$ cat src/rtl/lsu_unit_if.sv
// Bus bundle for lsu_unit.
//   req_*  : pipeline request (valid/ready handshake)
//   resp_* : one-cycle completion pulse back to the pipeline
//   mem_*  : full-word data port towards mem_controller
// slave  = lsu_unit view, master = pipeline + memory view.
interface lsu_unit_if #(
    parameter int unsigned WORD_WIDTH = 32
);
    logic                  req_valid;
    logic                  req_ready;
    logic                  req_we;
    logic [2:0]            req_funct3;
    logic [WORD_WIDTH-1:0] req_addr;
    logic [WORD_WIDTH-1:0] req_wdata;

    logic                  resp_valid;
    logic [WORD_WIDTH-1:0] resp_rdata;
    logic [1:0]            resp_err;

    logic [WORD_WIDTH-1:0] mem_address;
    logic                  mem_we;
    logic [WORD_WIDTH-1:0] mem_wd;
    logic [2:0]            mem_access;
    logic [WORD_WIDTH-1:0] mem_rd;

    modport slave (
        input  req_valid, req_we, req_funct3, req_addr, req_wdata, mem_rd,
        output req_ready, resp_valid, resp_rdata, resp_err,
               mem_address, mem_we, mem_wd, mem_access
    );

    modport master (
        output req_valid, req_we, req_funct3, req_addr, req_wdata, mem_rd,
        input  req_ready, resp_valid, resp_rdata, resp_err,
               mem_address, mem_we, mem_wd, mem_access
    );
endinterface

$ cat src/rtl/lsu_unit.sv
// Load/store unit between execute and mem_controller's data port.
// Accepts one RISC-V load/store per handshake, checks alignment and funct3,
// turns SB/SH into read-modify-write of a full word, and returns extended
// load data as a one-cycle response pulse.
// Ports:
//   clk   : clock, rising edge
//   rst_n : synchronous active-low reset
//   bus   : lsu_unit_if.slave (request, response and memory port)
module lsu_unit #(
    parameter int unsigned WORD_WIDTH = 32
) (
    input  logic         clk,
    input  logic         rst_n,
    lsu_unit_if.slave    bus
);

    typedef enum logic [2:0] {
        ST_IDLE  = 3'd0,
        ST_RD    = 3'd1,
        ST_LDONE = 3'd2,
        ST_MERGE = 3'd3,
        ST_WR    = 3'd4
    } state_t;

    localparam logic [1:0] ERR_OK    = 2'b00;
    localparam logic [1:0] ERR_ALIGN = 2'b01;
    localparam logic [1:0] ERR_F3    = 2'b10;

    state_t                state_q, state_d;
    logic [WORD_WIDTH-1:0] addr_q, addr_d;
    logic [2:0]            funct3_q, funct3_d;
    logic                  we_q, we_d;
    logic [WORD_WIDTH-1:0] wdata_q, wdata_d;
    logic [WORD_WIDTH-1:0] wbuf_q, wbuf_d;
    logic                  ready_q, ready_d;
    logic                  resp_valid_q, resp_valid_d;
    logic [WORD_WIDTH-1:0] resp_rdata_q, resp_rdata_d;
    logic [1:0]            resp_err_q, resp_err_d;

    // Request classification on the raw request inputs (used at accept).
    logic illegal_c;
    logic misaligned_c;
    always_comb begin
        if (bus.req_we) begin
            illegal_c = bus.req_funct3[2] | (bus.req_funct3[1] & bus.req_funct3[0]);
        end else begin
            illegal_c = (bus.req_funct3 == 3'b011) || (bus.req_funct3[2:1] == 2'b11);
        end
        misaligned_c = ((bus.req_funct3[1:0] == 2'b01) && bus.req_addr[0]) ||
                       ((bus.req_funct3[1:0] == 2'b10) && (bus.req_addr[1:0] != 2'b00));
    end

    // Lane selection from the latched address (little-endian).
    logic [4:0]            byte_pos;
    logic [4:0]            half_pos;
    logic [7:0]            rd_byte;
    logic [15:0]           rd_half;
    logic [WORD_WIDTH-1:0] ld_ext;
    logic [WORD_WIDTH-1:0] st_mask;
    logic [WORD_WIDTH-1:0] st_data;
    always_comb begin
        byte_pos = {addr_q[1:0], 3'b000};
        half_pos = {addr_q[1], 4'b0000};
        rd_byte  = bus.mem_rd[byte_pos +: 8];
        rd_half  = bus.mem_rd[half_pos +: 16];
        case (funct3_q)
            3'b000:  ld_ext = {{(WORD_WIDTH-8){rd_byte[7]}}, rd_byte};
            3'b001:  ld_ext = {{(WORD_WIDTH-16){rd_half[15]}}, rd_half};
            3'b100:  ld_ext = WORD_WIDTH'(rd_byte);
            3'b101:  ld_ext = WORD_WIDTH'(rd_half);
            default: ld_ext = bus.mem_rd;
        endcase
        // Half stores are aligned, so the byte shift also positions the half.
        st_mask = (funct3_q[0] ? WORD_WIDTH'(16'hFFFF) : WORD_WIDTH'(8'hFF)) << byte_pos;
        st_data = wdata_q << byte_pos;
    end

    // State register and registered outputs.
    always_ff @(posedge clk) begin
        if (!rst_n) begin
            state_q      <= ST_IDLE;
            addr_q       <= '0;
            funct3_q     <= 3'b000;
            we_q         <= 1'b0;
            wdata_q      <= '0;
            wbuf_q       <= '0;
            ready_q      <= 1'b1;
            resp_valid_q <= 1'b0;
            resp_rdata_q <= '0;
            resp_err_q   <= ERR_OK;
        end else begin
            state_q      <= state_d;
            addr_q       <= addr_d;
            funct3_q     <= funct3_d;
            we_q         <= we_d;
            wdata_q      <= wdata_d;
            wbuf_q       <= wbuf_d;
            ready_q      <= ready_d;
            resp_valid_q <= resp_valid_d;
            resp_rdata_q <= resp_rdata_d;
            resp_err_q   <= resp_err_d;
        end
    end

    // Next-state and next-output logic.
    always_comb begin
        state_d      = state_q;
        addr_d       = addr_q;
        funct3_d     = funct3_q;
        we_d         = we_q;
        wdata_d      = wdata_q;
        wbuf_d       = wbuf_q;
        resp_valid_d = 1'b0;
        resp_rdata_d = '0;
        resp_err_d   = ERR_OK;

        case (state_q)
            ST_IDLE: begin
                if (bus.req_valid && ready_q) begin
                    addr_d   = bus.req_addr;
                    funct3_d = bus.req_funct3;
                    we_d     = bus.req_we;
                    wdata_d  = bus.req_wdata;
                    if (illegal_c) begin
                        resp_valid_d = 1'b1;
                        resp_err_d   = ERR_F3;
                    end else if (misaligned_c) begin
                        resp_valid_d = 1'b1;
                        resp_err_d   = ERR_ALIGN;
                    end else if (bus.req_we && (bus.req_funct3 == 3'b010)) begin
                        state_d = ST_WR;
                        wbuf_d  = bus.req_wdata;
                    end else begin
                        state_d = ST_RD;
                    end
                end
            end
            ST_RD: begin
                state_d = we_q ? ST_MERGE : ST_LDONE;
            end
            ST_LDONE: begin
                resp_valid_d = 1'b1;
                resp_rdata_d = ld_ext;
                state_d      = ST_IDLE;
            end
            ST_MERGE: begin
                wbuf_d  = (bus.mem_rd & ~st_mask) | (st_data & st_mask);
                state_d = ST_WR;
            end
            ST_WR: begin
                resp_valid_d = 1'b1;
                state_d      = ST_IDLE;
            end
            default: begin
                state_d = ST_IDLE;
            end
        endcase
    end

    logic ready_d_c;
    assign ready_d_c = (state_d == ST_IDLE);
    assign ready_d   = ready_d_c;

    // Gating with rst_n keeps a reset edge from committing a partial RMW.
    assign bus.mem_we      = (state_q == ST_WR) && rst_n;
    assign bus.mem_address = {addr_q[WORD_WIDTH-1:2], 2'b00};
    assign bus.mem_wd      = wbuf_q;
    assign bus.mem_access  = 3'b010;
    assign bus.req_ready   = ready_q;
    assign bus.resp_valid  = resp_valid_q;
    assign bus.resp_rdata  = resp_rdata_q;
    assign bus.resp_err    = resp_err_q;

endmodule

$ cat src/flat_wrapper.sv
// flat-port wrapper written by rule: the top's interface ports become plain ports
module lsu_unit_flat 
#(
    parameter int unsigned WORD_WIDTH = 32
)
  (clk, rst_n, bus_req_valid, bus_req_we, bus_req_funct3, bus_req_addr, bus_req_wdata, bus_mem_rd, bus_req_ready, bus_resp_valid, bus_resp_rdata, bus_resp_err, bus_mem_address, bus_mem_we, bus_mem_wd, bus_mem_access);
  lsu_unit_if #(.WORD_WIDTH(WORD_WIDTH)) bus_i ();
  input  logic clk;
  input  logic rst_n;
  input wire logic [$bits(bus_i.req_valid)-1:0] bus_req_valid;
  input wire logic [$bits(bus_i.req_we)-1:0] bus_req_we;
  input wire logic [$bits(bus_i.req_funct3)-1:0] bus_req_funct3;
  input wire logic [$bits(bus_i.req_addr)-1:0] bus_req_addr;
  input wire logic [$bits(bus_i.req_wdata)-1:0] bus_req_wdata;
  input wire logic [$bits(bus_i.mem_rd)-1:0] bus_mem_rd;
  output wire logic [$bits(bus_i.req_ready)-1:0] bus_req_ready;
  output wire logic [$bits(bus_i.resp_valid)-1:0] bus_resp_valid;
  output wire logic [$bits(bus_i.resp_rdata)-1:0] bus_resp_rdata;
  output wire logic [$bits(bus_i.resp_err)-1:0] bus_resp_err;
  output wire logic [$bits(bus_i.mem_address)-1:0] bus_mem_address;
  output wire logic [$bits(bus_i.mem_we)-1:0] bus_mem_we;
  output wire logic [$bits(bus_i.mem_wd)-1:0] bus_mem_wd;
  output wire logic [$bits(bus_i.mem_access)-1:0] bus_mem_access;
  assign bus_i.req_valid = bus_req_valid;
  assign bus_i.req_we = bus_req_we;
  assign bus_i.req_funct3 = bus_req_funct3;
  assign bus_i.req_addr = bus_req_addr;
  assign bus_i.req_wdata = bus_req_wdata;
  assign bus_i.mem_rd = bus_mem_rd;
  assign bus_req_ready = bus_i.req_ready;
  assign bus_resp_valid = bus_i.resp_valid;
  assign bus_resp_rdata = bus_i.resp_rdata;
  assign bus_resp_err = bus_i.resp_err;
  assign bus_mem_address = bus_i.mem_address;
  assign bus_mem_we = bus_i.mem_we;
  assign bus_mem_wd = bus_i.mem_wd;
  assign bus_mem_access = bus_i.mem_access;
  lsu_unit #(.WORD_WIDTH(WORD_WIDTH)) u_core (.clk(clk), .rst_n(rst_n), .bus(bus_i));
endmodule
$ cat config.mk
export PLATFORM = sky130hd
export DESIGN_NAME = lsu_unit_flat
export DESIGN_NICKNAME = d
export VERILOG_FILES = /design/src/rtl/lsu_unit_if.sv /design/src/rtl/lsu_unit.sv /design/src/flat_wrapper.sv
export SDC_FILE = /design/constraint.sdc
export NUM_CORES = 1
export LEC_CHECK = 0
export BUFFER_PORTS_ARGS = -buffer_cell sky130_fd_sc_hd__buf_2
export CELL_PAD_IN_SITES_DETAIL_PLACEMENT = 2
export CELL_PAD_IN_SITES_GLOBAL_PLACEMENT = 2
export CORE_UTILIZATION = 28
export CTS_CLUSTER_SIZE = 30
export DETAILED_ROUTE_END_ITERATION = 8
export PLACE_DENSITY = 0.91
export SYNTH_ARGS = -nofsm -noshare
export SYNTH_HDL_FRONTEND = slang
export SYNTH_SLANG_ARGS = --single-unit
export TNS_END_PERCENT = 1
$ cat constraint.sdc
create_clock -name clk -period 2.1 [get_ports clk]
set_clock_uncertainty 0.05 [all_clocks]
set_input_delay 0.105 -clock clk [delete_from_list [all_inputs] [get_ports clk]]
set_output_delay 0.105 -clock clk [all_outputs]
set_load 0.05 [all_outputs]
==> flow_metrics.env, run 1 <==
export IMPL_crit_chain="buf_12 > mux2i_4 > o21ai_0 > o311ai_4 > a21oi_1"
export IMPL_cp_slowest_cell="dfxtp_2"
export IMPL_h_tree_depth=4
export IMPL_numCtsBuffers=17
export IMPL_synth_edff_count=0
export IMPL_setup_viol=0
export IMPL_slew_headroom=0.485
export IMPL_worst_setup_path_type="flip-flop to flip-flop"
export IMPL_gp_congestion=0.879
export IMPL_slew_viol_final=0
export IMPL_routed_wl_mm=30.5
export IMPL_tightest_slew_ns=0.762
export IMPL_dr_total_vias=6804
export IMPL_tns_ns=0
export IMPL_cp_required_ns=2.30
export IMPL_place_hpwl_mm=17.6
export IMPL_first_pass_iters=6
export IMPL_ys_flop_type="dfxtp_1"
export IMPL_core_area_um2=20400
export IMPL_cp_num_cells=5
export IMPL_peakVddDrop_mv=0.759
export IMPL_p_per_area_nw_per_um2=793
export IMPL_ys_warn_count=0
export IMPL_netlist_area_um2=5910
export IMPL_cts_root_buf="clkbuf_16"
export IMPL_grt_overflow=0
export IMPL_grtUsageTotal=0.285
export IMPL_worstHoldPathCells=3
export IMPL_antenna_found_initial=1
export IMPL_cp_top_family="compound AO/OA/AOI/OAI gates"
export IMPL_area_delta_synth_final_pct=45.3
export IMPL_crit_path_start_kind="flip-flop"
export IMPL_cp_end_kind="flip-flop"
export IMPL_grt_max_degree=77
export IMPL_grt_pass1_vias=7762
export IMPL_post_cts_setup_buffers=0
export IMPL_post_route_min_period_ns=2.05
export IMPL_io_buffers=201
export IMPL_period_share=0.977
export IMPL_clock_latency_ns=0.43
export IMPL_syn_inst=720
export IMPL_cp_max_fo=76
export IMPL_path_clk_slew_ns=0.07
export IMPL_synth_seq_area_share=0.417
export IMPL_reg2reg_depth=5
export IMPL_ant_nets=0
export IMPL_status="finished clean"
export IMPL_maxCapViolCount=0
export IMPL_postSynth_asyncResetShare=0
export IMPL_avgSynthCellArea_um2=8.21
export IMPL_yosysUniqueCellTypes=45
export IMPL_cts_num_sinks=123
export IMPL_nNetsFinal=1071
export IMPL_fp_dieH_um=147
export IMPL_hp_class="input port to flip-flop"
export IMPL_leakagePower_uw=0.00370
export IMPL_path_buf_inv=1
export IMPL_die_x_um=147
export IMPL_fmax_ghz=0.487
export IMPL_routed_via_density=5.43
export IMPL_hold_violations=0
export IMPL_drc=0
export IMPL_ctsLongestPathBuffers=2
export IMPL_final_cell_mix="buf_2 (201), nand2_1 (165), dfxtp_1 (122)"
export IMPL_cts_tree="yes"
export IMPL_cp_slowest_stage_delay_ns=0.38
export IMPL_io_pins=207
export IMPL_initial_utilization=0.289
export IMPL_wl_per_cell_um=24.4
export IMPL_dieArea_um2=21700
export IMPL_first_iter_violations=491
export IMPL_cp_arrival_ns=2.25
export IMPL_layout_drive_gt1_share=0.281
export IMPL_hold_ws_ns=0.0160
export IMPL_rows=52
export IMPL_grt_pass1_wl_mm=46.5
export IMPL_rsz0062_at_grt="no"
export IMPL_synth_seq_cells=123
export IMPL_final_common_cell="buf_2"
-- per-stage QoR --
stage | setup WS, ns | total power, uW | util | area [um^2] | std cells
after global placement | 0.183 | 3540 | 0.341 | 6970 | 1120
after CTS | 0.0676 | 6740 | 0.419 | 8570 | 1251
after detailed placement | 0.0255 | 3590 | 0.341 | 6970 | 1120
final | 0.0482 | 6800 | 0.420 | 8580 | 1252
after global routing | 0.0500 | 7020 | 0.420 | 8580 | 1252
after floorplan | 0.149 | 3240 | - | 5920 | 723
-- worst reg2reg max path, stage by stage, from the launching register on --
cell      delay [ns]
dfxtp_2         0.38
buf_12          0.32
mux2i_4         0.40
o21ai_0         0.23
o311ai_4        0.27
a21oi_1         0.23
-- cell families (layout without fill, tap and decap cells) --
| family | Yosys count | after routing | synth area share |
|---|---|---|---|
| AO/OA/AOI/OAI | 227 | 227 | 0.288 |
| XOR/XNOR | 2 | 2 | 0.00297 |
| buffers and inverters | 120 | 378 | 0.105 |
| flip-flops | 123 | 123 | 0.417 |
| multiplexers | 10 | 10 | 0.0172 |
| other | 2 | 6 | 0.00127 |
| AND/OR/NAND/NOR | 236 | 236 | 0.169 |
-- sequential cells by signal, summed over array words and instances, names as in the netlist --
| register | count |
|---|---|
| u_core.addr_q | 32 |
| u_core.bus.req_ready | 1 |
| u_core.bus.resp_rdata | 32 |
| u_core.wdata_q | 16 |
| u_core.bus.resp_err | 2 |
| u_core.bus.mem_wd | 32 |
| u_core.we_q | 1 |
| u_core.state_q | 3 |
| u_core.funct3_q | 3 |
| u_core.bus.resp_valid | 1 |
-- area by class of cell --
| cell class | count | area, um^2 |
|---|---|---|
| clock buffer | 19 | 453 |
| fill | 2270 | 11800 |
| antenna | 1 | 2.50 |
| multi-input combinational | 480 | 2860 |
| clock inverter | 13 | 143 |
| timing repair buffer | 327 | 2250 |
| sequential | 123 | 2460 |
| tap | 270 | 338 |
| inverter | 19 | 71.3 |
-- Yosys cell counts, drive strengths merged, types with 3 or more instances --
cell type / n / area share
a221oi: 8 / 0.012
nand2: 166 / 0.11
a32oi: 8 / 0.012
mux2i: 9 / 0.015
o21ai: 19 / 0.016
nand3: 18 / 0.015
a21boi: 52 / 0.066
a31oi: 9 / 0.0095
o221a: 7 / 0.013
o211ai: 8 / 0.010
dfxtp: 123 / 0.42
a211o: 8 / 0.012
clkbuf: 41 / 0.026
nor3b: 3 / 0.0057
buf: 60 / 0.067
a21oi: 18 / 0.015
a211oi: 17 / 0.022
a221o: 25 / 0.042
inv: 18 / 0.011
and2: 3 / 0.0032
nand2b: 6 / 0.0064
o311ai: 9 / 0.015
nor2b: 4 / 0.0042
o22ai: 33 / 0.035
nor2: 28 / 0.018
-- power by group --
part           internal, uW  total [uW]  switching, uW
combinational           458        1290            831
sequential             2420        2500           79.2
clock                  1810        3020           1200
-- layer usage --
layer	track usage	part of all wire
met4	0.171	0.050
met2	0.530	0.53
met3	0.0556	0.053
met1	0.293	0.37
met5	0	0
-- what timing repair did --
action,CTS,global route
setup endpoints to repair,1,17
hold endpoints to repair,106,0
resized for setup,1,2
hold buffers,99,0
-- worst paths after layout --
| kind | slack (ns) | end | startpoint |
|---|---|---|---|
| setup reg to reg | 0.05 | u_core.bus.resp_rdata[21]$_SDFF_PN0_ | u_core.addr_q[1]$_SDFFE_PN0P_ |
| setup / recovery | 0.05 | u_core.bus.resp_rdata[21]$_SDFF_PN0_ | u_core.addr_q[1]$_SDFFE_PN0P_ |
| hold / removal | 0.02 | u_core.bus.resp_rdata[26]$_SDFF_PN0_ | bus_mem_rd[26] |
| hold reg to reg | 0.42 | u_core.addr_q[19]$_SDFFE_PN0P_ | u_core.addr_q[19]$_SDFFE_PN0P_ |
Power figures use the tool's default switching activity.
==> inputs of run 2 (changes only) <==
BUFFER_PORTS_ARGS = -buffer_cell sky130_fd_sc_hd__buf_4   (was -buffer_cell sky130_fd_sc_hd__buf_2)
==> flow_metrics.env, run 2 (same netlist as run 1, synthesis figures left out) <==
export IMPL_tns_ns=0
export IMPL_path_clk_slew_ns=0.07
export IMPL_antenna_found_initial=0
export IMPL_seqCellArea_um2=2460
export IMPL_ant_nets=0
export IMPL_gp_congestion=0.874
export IMPL_h_tree_depth=4
export IMPL_fmax_ghz=0.478
export IMPL_final_cell_mix="buf_4 (230), nand2_1 (165), dfxtp_1 (121)"
export IMPL_status="finished clean"
export IMPL_leakagePower_uw=0.00386
export IMPL_drc=0
export IMPL_ctsLongestPathBuffers=2
export IMPL_io_buffers=201
export IMPL_power_uw=7230
export IMPL_io_pins=207
export IMPL_grt_max_degree=40
export IMPL_period_share=0.996
export IMPL_wl_per_cell_um=25.7
export IMPL_peakVddDrop_mv=0.595
export IMPL_cp_max_fo=38
export IMPL_grt_pass1_vias=7960
export IMPL_dpl_cell_count=1125
export IMPL_first_iter_violations=463
export IMPL_core_area_um2=20400
export IMPL_rows=52
export IMPL_multi_input_area_um2=2860
export IMPL_final_common_cell="buf_4"
export IMPL_slew_viol_final=0
export IMPL_hold_ws_ns=0.0578
export IMPL_nNetsFinal=1080
export IMPL_cp_required_ns=2.31
export IMPL_diodes=0
export IMPL_grt_pass1_wl_mm=49.0
export IMPL_post_cts_setup_buffers=0
export IMPL_initial_utilization=0.289
export IMPL_grt_overflow=0
export IMPL_fin_cells=1260
export IMPL_fp_dieH_um=147
export IMPL_hold_violations=0
export IMPL_area_delta_synth_final_pct=55.4
export IMPL_cp_arrival_ns=2.30
export IMPL_numCtsBuffers=17
export IMPL_die_x_um=147
export IMPL_num_fill_cells=2224
export IMPL_routed_wl_mm=32.4
export IMPL_routed_via_density=5.55
export IMPL_crit_path_start_kind="flip-flop"
export IMPL_utilization=0.449
export IMPL_dieArea_um2=21700
export IMPL_cts_num_sinks=123
export IMPL_tightest_slew_ns=0.800
export IMPL_layout_drive_gt1_share=0.285
export IMPL_cp_end_kind="flip-flop"
export IMPL_clock_latency_ns=0.44
export IMPL_first_pass_iters=7
export IMPL_cts_tree="yes"
export IMPL_slew_headroom=0.465
export IMPL_worst_setup_path_type="flip-flop to flip-flop"
export IMPL_setup_viol=0
export IMPL_maxCapViolCount=0
export IMPL_rsz0062_at_grt="no"
export IMPL_post_route_min_period_ns=2.09
export IMPL_grtUsageTotal=0.301
export IMPL_dr_total_vias=6987
export IMPL_place_hpwl_mm=18.1
export IMPL_p_per_area_nw_per_um2=788
export IMPL_hp_class="input port to flip-flop"
export IMPL_cts_root_buf="clkbuf_16"
==> run 2: per-layer routing <==
metal / up-vias / track usage / wire length, um
li1: 3039 / - / -
met5: - / 0 / 0
met1: 3432 / 0.323 / 12000
met3: 131 / 0.0736 / 2120
met2: 385 / 0.535 / 16400
met4: 0 / 0.176 / 1850
==> run 2: area by class of cell <==
cell class / count / area share
clock buffer: 21 / 0.0513
clock inverter: 11 / 0.0180
inverter: 19 / 0.00777
multi-input combinational: 480 / 0.312
sequential: 123 / 0.269
tap: 270 / 0.0368
timing repair buffer: 336 / 0.306
==> run 2: what timing repair did <==
action,4_1_cts,5_1_grt
hold endpoints to repair,114,0
setup endpoints to repair,1,23
resized for setup,1,4
hold buffers,103,0
==> run 2: stage by stage <==
stage                     area, um^2  setup WS [ns]
final                           9180        0.00758
after global routing            9180        0.00260
after CTS                       9160          0.106
after detailed placement        7490         0.0928
after global placement          7490          0.185
after floorplan                 5920          0.149
==> run 2: final timing paths <==
kind | from | end | slack (ns) | cells after the start
setup / recovery | u_core.addr_q[1]$_SDFFE_PN0P_ | u_core.bus.resp_rdata[31]$_SDFF_PN0_ | 0.008 | 5
hold / removal | bus_req_funct3[0] | u_core.funct3_q[0]$_SDFFE_PN0P_ | 0.06 | 3
setup reg to reg | u_core.addr_q[1]$_SDFFE_PN0P_ | u_core.bus.resp_rdata[31]$_SDFF_PN0_ | 0.008 | 5
hold reg to reg | u_core.addr_q[26]$_SDFFE_PN0P_ | u_core.addr_q[26]$_SDFFE_PN0P_ | 0.42 | 2
==> run 2: critical path, stage by stage (launching register included) <==
cell and delay (ns):
dfxtp_2 0.38, buf_6 0.29, mux2i_2 0.36, o21ai_0 0.29, o311ai_4 0.32, a21oi_1 0.22
==> run 2: power by group <==
| part | switching (uW) | leakage, uW | total, uW | internal [uW] |
|---|---|---|---|---|
| Combinational | 866 | 0.00255 | 1420 | 549 |
| Clock | 1230 | 0.000313 | 3310 | 2080 |
| Sequential | 92.8 | 0.00100 | 2510 | 2420 |
| Total | 2190 | 0.00386 | 7230 | 5050 |
==> inputs of run 3 (changes only) <==
--- a/config.mk
+++ b/config.mk
@@ -9,8 +9,8 @@
 export CELL_PAD_IN_SITES_DETAIL_PLACEMENT = 2
 export CELL_PAD_IN_SITES_GLOBAL_PLACEMENT = 2
-export CORE_UTILIZATION = 28
+export CORE_UTILIZATION = 25
 export CTS_CLUSTER_SIZE = 30
 export DETAILED_ROUTE_END_ITERATION = 8
-export PLACE_DENSITY = 0.91
+export PLACE_DENSITY = 0.86
 export SYNTH_ARGS = -nofsm -noshare
 export SYNTH_HDL_FRONTEND = slang
==> constraint.sdc (replaced) <==
create_clock -name clk -period 1.7 [get_ports clk]
set_clock_uncertainty 0.05 [all_clocks]
set_input_delay 0.51 -clock clk [delete_from_list [all_inputs] [get_ports clk]]
set_output_delay 0.51 -clock clk [all_outputs]
set_load 0.05 [all_outputs]
==> flow_metrics.env, run 3 (same netlist as run 1, synthesis figures left out) <==
export IMPL_fp_dieH_um=156
export IMPL_nNetsFinal=1025
export IMPL_antenna_found_initial=0
export IMPL_final_cell_mix="buf_4 (267), nand2_1 (163), dfxtp_1 (116)"
export IMPL_reg2reg_depth=7
export IMPL_utilization=0.383
export IMPL_cts_root_buf="clkbuf_16"
export IMPL_violations="negative setup slack"
export IMPL_hold_ws_ns=0.269
export IMPL_ctsLongestPathBuffers=2
export IMPL_num_fill_cells=2546
export IMPL_postCtsHoldBufs=0
export IMPL_diodes=0
export IMPL_cp_required_ns=1.14
export IMPL_tns_ns=-0.156
export IMPL_area_delta_synth_final_pct=48.5
export IMPL_hold_violations=0
export IMPL_hold_start="bus_req_wdata[18]"
export IMPL_cp_end_kind="output port"
export IMPL_r2r_start="u_core.addr_q[1]$_SDFFE_PN0P_"
export IMPL_worst_setup_path_type="flip-flop to output port"
export IMPL_rsz0062_at_grt="yes"
export IMPL_peakVddDrop_mv=0.682
export IMPL_maxCapViolCount=0
export IMPL_cp_startpoint="u_core.state_q[0]$_SDFF_PN0_"
export IMPL_worst_slack_ns=-0.0866
export IMPL_routed_wl_mm=28.1
export IMPL_gp_congestion=0.901
export IMPL_cp_arrival_ns=1.23
export IMPL_cp_max_fo=2
export IMPL_ant_nets=0
export IMPL_p_per_area_nw_per_um2=989
export IMPL_drc=0
export IMPL_h_tree_depth=4
export IMPL_io_pins=207
export IMPL_cts_tree="yes"
export IMPL_path_clk_slew_ns=0.06
export IMPL_dieArea_um2=24300
export IMPL_rows=55
export IMPL_multi_input_area_um2=2950
export IMPL_period_share=1.05
export IMPL_leakagePower_uw=0.00369
export IMPL_grtUsageTotal=0.229
export IMPL_grt_pass1_vias=7056
export IMPL_slew_headroom=0.597
export IMPL_die_x_um=156
export IMPL_fmax_ghz=0.560
export IMPL_numCtsBuffers=17
export IMPL_worstHoldPathCells=2
export IMPL_first_iter_violations=338
export IMPL_wl_per_cell_um=22.5
export IMPL_fin_cells=1248
export IMPL_clock_latency_ns=0.43
export IMPL_routed_via_density=5.25
export IMPL_io_buffers=201
export IMPL_grt_overflow=0
export IMPL_status="complete, but fails checks"
export IMPL_setup_viol=4
export IMPL_grt_pass1_wl_mm=41.7
export IMPL_crit_path_start_kind="flip-flop"
export IMPL_place_hpwl_mm=19.3
export IMPL_post_route_min_period_ns=1.79
export IMPL_initial_utilization=0.258
export IMPL_final_common_cell="buf_4"
export IMPL_layout_drive_gt1_share=0.372
export IMPL_grt_max_degree=44
export IMPL_core_area_um2=22900
export IMPL_hp_class="input port to flip-flop"
export IMPL_first_pass_iters=5
export IMPL_dr_total_vias=6549
export IMPL_tightest_slew_ns=0.597
export IMPL_seqCellArea_um2=2480
export IMPL_cts_num_sinks=123
export IMPL_dpl_cell_count=1214
export IMPL_slew_viol_final=0
==> run 3: cell count changes in the layout (fill, tap and decap cells not counted), sizes merged <==
cell and change:
buf +48, clkbuf -2, clkinv -2, clkinvlp +3
dlygate4sd3 -103, inv +1
==> run 3: critical path, cell delays in order (launching register included) <==
cell and delay, ns:
dfxtp_4 0.35, nor2_4 0.12, and3_4 0.20, buf_12 0.13
==> run 3: area by class of cell <==
class	instances	area share
multi-input cells	480	0.336
flip-flops and latches	123	0.282
repair buffers	281	0.257
clock buffers	19	0.0505
well taps	313	0.0446
clock inverters	13	0.0217
inverters	19	0.00813
==> run 3: power breakdown <==
group | internal [uW] | total, uW | switching, uW
clock | 2500 | 3970 | 1470
sequential | 2990 | 3090 | 96.8
combinational | 615 | 1620 | 1010
==> run 3: timing repair <==
item | 4_1_cts | 5_1_grt
endpoints found under the setup margin | 58 | 42
pin swaps | 2 | 1
gates resized for setup | 18 | 20
setup buffers | 2 | 0
==> run 3: routing by layer <==
metal / up-vias / track usage / routed length (um)
li1: 2932 / - / -
met1: 3275 / 0.259 / 11100
met2: 283 / 0.400 / 14300
met3: 59 / 0.0628 / 1920
met4: 0 / 0.108 / 843
met5: - / 0 / 0
==> run 3: metrics by stage <==
step | setup WS [ns] | power (uW) | instance area [um^2]
final | -0.0866 | 8680 | 8770
after global routing | -0.135 | 8980 | 8770
after CTS | -0.106 | 8700 | 8690
after detailed placement | -0.300 | 4660 | 7990
after global placement | -0.316 | 4600 | 7990
after floorplan | -0.163 | 4010 | 5950
==> run 3: worst paths after layout <==
| kind | endpoint | slack [ns] |
|---|---|---|
| setup / recovery | bus_mem_we | -0.09 |
| hold / removal | u_core.bus.mem_wd[18]$_SDFFE_PN0P_ | 0.27 |
| setup reg to reg | u_core.bus.mem_wd[19]$_SDFFE_PN0P_ | -0.05 |
| hold reg to reg | u_core.addr_q[7]$_SDFFE_PN0P_ | 0.42 |
